File: src/rtl/alu_result_tx_if.sv
// alu_result_tx_if: send-request and serial-line bundle for alu_result_tx.
`default_nettype none

interface alu_result_tx_if #(
  parameter int NB_DATA = 4
);
  logic [NB_DATA-1:0] i_data;
  logic               i_valid;
  logic               o_tx;
  logic               o_busy;
  logic               o_done;

  modport master (output i_data, output i_valid, input o_tx, input o_busy, input o_done);
  modport slave  (input i_data, input i_valid, output o_tx, output o_busy, output o_done);
endinterface

`default_nettype wire

File: src/rtl/alu_result_tx.sv
// alu_result_tx: shifts a captured ALU result out as start, 8 data LSB-first,
// optional even parity and stop bit on a single idle-high line.
`default_nettype none

module alu_result_tx #(
  parameter int NB_DATA     = 4,
  parameter int CLK_PER_BIT = 16,
  parameter int PARITY_EN   = 0
) (
  input  logic                 clock,
  input  logic                 i_reset,
  alu_result_tx_if.slave       bus
);

  localparam int            TW   = (CLK_PER_BIT > 1) ? $clog2(CLK_PER_BIT) : 1;
  localparam logic [TW-1:0] TMAX = TW'(CLK_PER_BIT - 1);

  localparam logic [2:0] S_IDLE   = 3'd0;
  localparam logic [2:0] S_START  = 3'd1;
  localparam logic [2:0] S_DATA   = 3'd2;
  localparam logic [2:0] S_PARITY = 3'd3;
  localparam logic [2:0] S_STOP   = 3'd4;

  logic [1:0]    r_rst_sync;
  logic          w_rst_n;
  logic [2:0]    r_state;
  logic [2:0]    w_state_next;
  logic [7:0]    r_shift;
  logic          r_parity;
  logic [TW-1:0] r_timer;
  logic [2:0]    r_idx;
  logic          r_done;
  logic          w_bit_end;
  logic [7:0]    w_data_ext;

  // Reset asserts asynchronously but releases two edges later, in step with clock.
  always_ff @(posedge clock or negedge i_reset) begin
    if (!i_reset) r_rst_sync <= 2'b00;
    else          r_rst_sync <= {r_rst_sync[0], 1'b1};
  end
  assign w_rst_n = r_rst_sync[1];

  assign w_bit_end = (r_timer == TMAX);

  always_comb begin
    w_data_ext              = 8'd0;
    w_data_ext[NB_DATA-1:0] = bus.i_data;
  end

  always_ff @(posedge clock or negedge w_rst_n) begin
    if (!w_rst_n) r_state <= S_IDLE;
    else          r_state <= w_state_next;
  end

  always_comb begin
    w_state_next = r_state;
    case (r_state)
      S_IDLE:   if (bus.i_valid) w_state_next = S_START;
      S_START:  if (w_bit_end) w_state_next = S_DATA;
      S_DATA:   if (w_bit_end && (r_idx == 3'd7))
                  w_state_next = (PARITY_EN != 0) ? S_PARITY : S_STOP;
      S_PARITY: if (w_bit_end) w_state_next = S_STOP;
      S_STOP:   if (w_bit_end) w_state_next = S_IDLE;
      default:  w_state_next = S_IDLE;
    endcase
  end

  always_ff @(posedge clock or negedge w_rst_n) begin
    if (!w_rst_n) begin
      r_shift  <= 8'd0;
      r_parity <= 1'b0;
      r_timer  <= '0;
      r_idx    <= 3'd0;
      r_done   <= 1'b0;
    end else begin
      r_done <= (r_state == S_STOP) && w_bit_end;
      if (r_state == S_IDLE) begin
        r_timer <= '0;
        r_idx   <= 3'd0;
        if (bus.i_valid) begin
          r_shift  <= w_data_ext;
          r_parity <= ^w_data_ext;
        end
      end else begin
        r_timer <= w_bit_end ? '0 : r_timer + TW'(1);
        if ((r_state == S_DATA) && w_bit_end) begin
          r_shift <= {1'b0, r_shift[7:1]};
          r_idx   <= r_idx + 3'd1;
        end
      end
    end
  end

  // Outputs depend only on flops, so reset forces the idle line level at once.
  always_comb begin
    bus.o_tx = 1'b1;
    case (r_state)
      S_START:  bus.o_tx = 1'b0;
      S_DATA:   bus.o_tx = r_shift[0];
      S_PARITY: bus.o_tx = r_parity;
      default:  bus.o_tx = 1'b1;
    endcase
    bus.o_busy = (r_state != S_IDLE);
    bus.o_done = r_done;
  end

endmodule

`default_nettype wire

File: src/flat_wrapper.sv
// flat-port wrapper written by rule: the top's interface ports become plain ports
module alu_result_tx_flat 
#(
  parameter int NB_DATA     = 4,
  parameter int CLK_PER_BIT = 16,
  parameter int PARITY_EN   = 0
)
  (clock, i_reset, bus_i_data, bus_i_valid, bus_o_tx, bus_o_busy, bus_o_done);
  alu_result_tx_if #(.NB_DATA(NB_DATA)) bus_i ();
  input  logic clock;
  input  logic i_reset;
  input wire logic [$bits(bus_i.i_data)-1:0] bus_i_data;
  input wire logic [$bits(bus_i.i_valid)-1:0] bus_i_valid;
  output wire logic [$bits(bus_i.o_tx)-1:0] bus_o_tx;
  output wire logic [$bits(bus_i.o_busy)-1:0] bus_o_busy;
  output wire logic [$bits(bus_i.o_done)-1:0] bus_o_done;
  assign bus_i.i_data = bus_i_data;
  assign bus_i.i_valid = bus_i_valid;
  assign bus_o_tx = bus_i.o_tx;
  assign bus_o_busy = bus_i.o_busy;
  assign bus_o_done = bus_i.o_done;
  alu_result_tx #(.NB_DATA(NB_DATA), .CLK_PER_BIT(CLK_PER_BIT), .PARITY_EN(PARITY_EN)) u_core (.clock(clock), .i_reset(i_reset), .bus(bus_i));
endmodule
File: config.mk
export PLATFORM = sky130hd
export DESIGN_NAME = alu_result_tx_flat
export DESIGN_NICKNAME = d
export VERILOG_FILES = /design/src/rtl/alu_result_tx_if.sv /design/src/rtl/alu_result_tx.sv /design/src/flat_wrapper.sv
export SDC_FILE = /design/constraint.sdc
export NUM_CORES = 1
export LEC_CHECK = 0
export CORE_AREA = 2 2 46 48
export DETAILED_ROUTE_END_ITERATION = 7
export DIE_AREA = 0 0 48 50
export PLACE_DENSITY_LB_ADDON = 0.12
export SYNTH_ARGS = -nofsm -noshare
export SYNTH_HDL_FRONTEND = slang
export SYNTH_SLANG_ARGS = --single-unit
File: constraint.sdc
create_clock -name clock -period 1.11 [get_ports clock]
set_input_delay 0.222 -clock clock [delete_from_list [all_inputs] [get_ports clock]]
set_output_delay 0.222 -clock clock [all_outputs]
set_load 0.01 [all_outputs]
==> flow_metrics.tcl <==
set metrics [dict create \
    outcome "finished, violations left" \
    violations "negative setup slack" \
    cts-root-buf "clkbuf_4" \
    finalInstanceArea_mm2 0.00134 \
    fillers 150 \
    clk_latency_ns 0.29 \
    clkSinkCount 18 \
    finalWorstSetupSlack_ns -0.349 \
    post-route-min-period_ns 1.46 \
    drt_pre_antenna_iters 4 \
    total_leakage_power_uw 0.000615 \
    viasPerCell 4.83 \
    cts.clk_slew.worst_paths_ns 0.09 \
    ys_types 31 \
    ios 10 \
    ys.flop_type "dfrtp_1" \
    synthesis.nets 89 \
    place_area_mm2 0.00117 \
    synthArstFlopShare_pct 100 \
    rsz0062_at_grt "yes" \
    max_freq_mhz 685 \
    vias 696 \
    clk_path_buf_depth 2 \
    end_kind "output port" \
    powerDensity_mw_per_mm2 2160 \
    setup_viol 16 \
    hold-worst-slack_ns 0.0825 \
    worstRegToRegCells 5 \
    drcViolationCount 0 \
    slew_viol_final 0 \
    fin_cells 144 \
    finClkSkew_ns 0.00192 \
    cts_max_level 1 \
    r2r-end "u_core.r_shift[2]" \
    register_area_um2 450 \
    grt_max_degree 17 \
    fin_total_pwr_uw 2880 \
    syn_to_final_growth_pct 52.5 \
    io_buffers 9 \
    avgSynthCellArea_um2 11.1 \
    placed_cells 134 \
    ys_ff_latch 18 \
    post_drt_wl_per_cell_um 12.2 \
    dieWidth_um 48 \
    drt_iter0_markers 10 \
    cp-start-kind "register" \
    die_h_um 50 \
    layout-drive-gt1-share_pct 47.0 \
    place.gp.congestion 0.783 \
    synth_edf_count 0 \
    critical_path_class "reg -> out" \
    crit_end "bus_o_busy" \
    overflow 0 \
    setup_tns_ns -3.41 \
    maxCapViolCount 0 \
    core_mm2 0.00190 \
    r2r_start "u_core.r_state[1]" \
    grt_pass1_vias 703 \
    synthCells 79 \
    crit_slowest_cell "dfrtp_1" \
    hold_path.class "in -> async" \
    vdd_drop_max_uv 1450 \
    path_max_fanout 4 \
    detailed_place_hpwl_um 1290 \
    synth-seq-area-share_pct 51.4 \
    rows 16 \
    netlist_area_um2 877 \
    cp_slowest_stage_delay_ns 0.42 \
    grt_pass1_wl_um 2910 \
    finalNetCount 129 \
    cts_tree "done" \
    diodes 0 \
    crit_path_start "u_core.r_state[0]" \
    cts_buffers 3 \
    grt.total_usage_pct 17.2 \
    path_cells "buf_6 > nor3_4 > inv_2 > buf_6" \
    yosys_warnings 0 \
    drt_wl_total_um 1750 \
    critical_path.most_common_cell "buf_6" \
    hold_viol_final 0 \
    required_ns 0.89 \
    die_area_mm2 0.00240 \
    grt_antenna_before_repair 0 \
    multi_input_area_um2 477 \
    cp.arrival_ns 1.24 \
    finalCritPeriodShare_pct 131 \
    ant_nets 0 \
    reg2reg_slack_ns -0.33 \
    start_util_pct 46.1 \
]
## how the worst min path moves through the flow
stage / cells past startpoint / from / slack [ns] / end
2_1_floorplan: 0 / i_reset / -0.07 / u_core.r_rst_sync[0]
3_3_place_gp: 1 / u_core.r_rst_sync[1] / 0.18 / u_core.r_timer[0]
3_5_place_dp: 1 / u_core.r_rst_sync[1] / 0.19 / u_core.r_timer[0]
4_1_cts: 1 / i_reset / 0.08 / u_core.r_rst_sync[1]
5_1_grt: 1 / i_reset / 0.08 / u_core.r_rst_sync[1]
6_report: 1 / i_reset / 0.08 / u_core.r_rst_sync[1]
## state kept, by name (all words and copies together), names as in the netlist
signal,count
u_core.bus.o_done,1
u_core.r_idx,3
u_core.r_parity,1
u_core.r_rst_sync,2
u_core.r_shift,4
u_core.r_state,3
u_core.r_timer,4
## layout by cell type (no fill, tap or decap), drive strengths merged, types with 4 or more instances in the layout
cell,instances
clkdlybuf4s50,6
nand2,7
nor2,6
buf,32
xnor2,4
a21oi,5
inv,4
dfrtp,18
## synthesized netlist by cell type (2+ instances only)
cell	n	area share, %
a21oi_1	5	2.9
a22oi_1	2	1.7
buf_6	2	2.6
dfrtp_1	18	51
ha_1	3	4.3
inv_1	4	1.7
mux2i_1	2	2.3
nand2_1	7	3.0
nand3_1	2	1.1
nor2_1	6	2.6
o21ai_0	2	1.1
o221a_2	2	2.6
or2b_1	3	2.6
xnor2_1	4	4.0
## kinds of logic (layout without fill, tap and decap cells)
family                     count (synthesis)  in the layout  synth area share, %
xor gates and xnor gates                   4              4                 3.99
muxes                                      2              2                 2.28
AOI/OAI and AO/OA                         16             16                 13.0
adders and majority gates                  3              3                 4.28
other                                      1              1                0.428
DFF                                       18             18                 51.4
and+or+nand+nor                           28             28                 19.8
buffers and inverters                      7             45                 4.85
## power breakdown
part           internal [uW]  leakage (uW)  total (uW)  switching, uW
sequential               856      0.000221         997            142
combinational            933      0.000379        1570            638
clock                    126     0.0000138         314            188
## final cells by class
class / instances / area share [%]
clock buffer: 3 / 1.68
inverter: 4 / 1.12
multi-input combinational: 54 / 35.6
sequential: 18 / 33.7
tap: 27 / 2.53
timing repair buffer: 38 / 25.4
## worst max-delay path: cells and delay by family (launching register included)
kind / cells / cell delay (ns)
buffers and inverters: 3 / 0.34
and+or+nand+nor: 1 / 0.20
DFF: 1 / 0.42
## metrics by stage
step,util [%],setup slack [ns]
6_report,70.3,-0.349
5_1_grt,70.3,-0.396
4_1_cts,67.0,-0.371
3_5_place_dp,61.6,-0.432
3_3_place_gp,61.6,-0.410
2_1_floorplan,-,-0.266
## metal layers
metal	global-route usage (%)	share of wire, %	up-vias	wire length [um]
met3	2.20	1.6	5	28
met4	6.76	2.1	0	36
met2	27.1	49	8	865
li1	-	-	352	-
met1	23.0	47	331	819
met5	0	0	-	0
## repair_timing
action / in CTS / in global routing
pin swaps: 7 / 6
buffers inserted: 4 / 4
gates cloned: 0 / 0
hold buffers: 0 / 0
endpoints found under the setup margin: 17 / 17
resized for setup: 27 / 11
No activity file was read; power rests on OpenSTA's default activity.
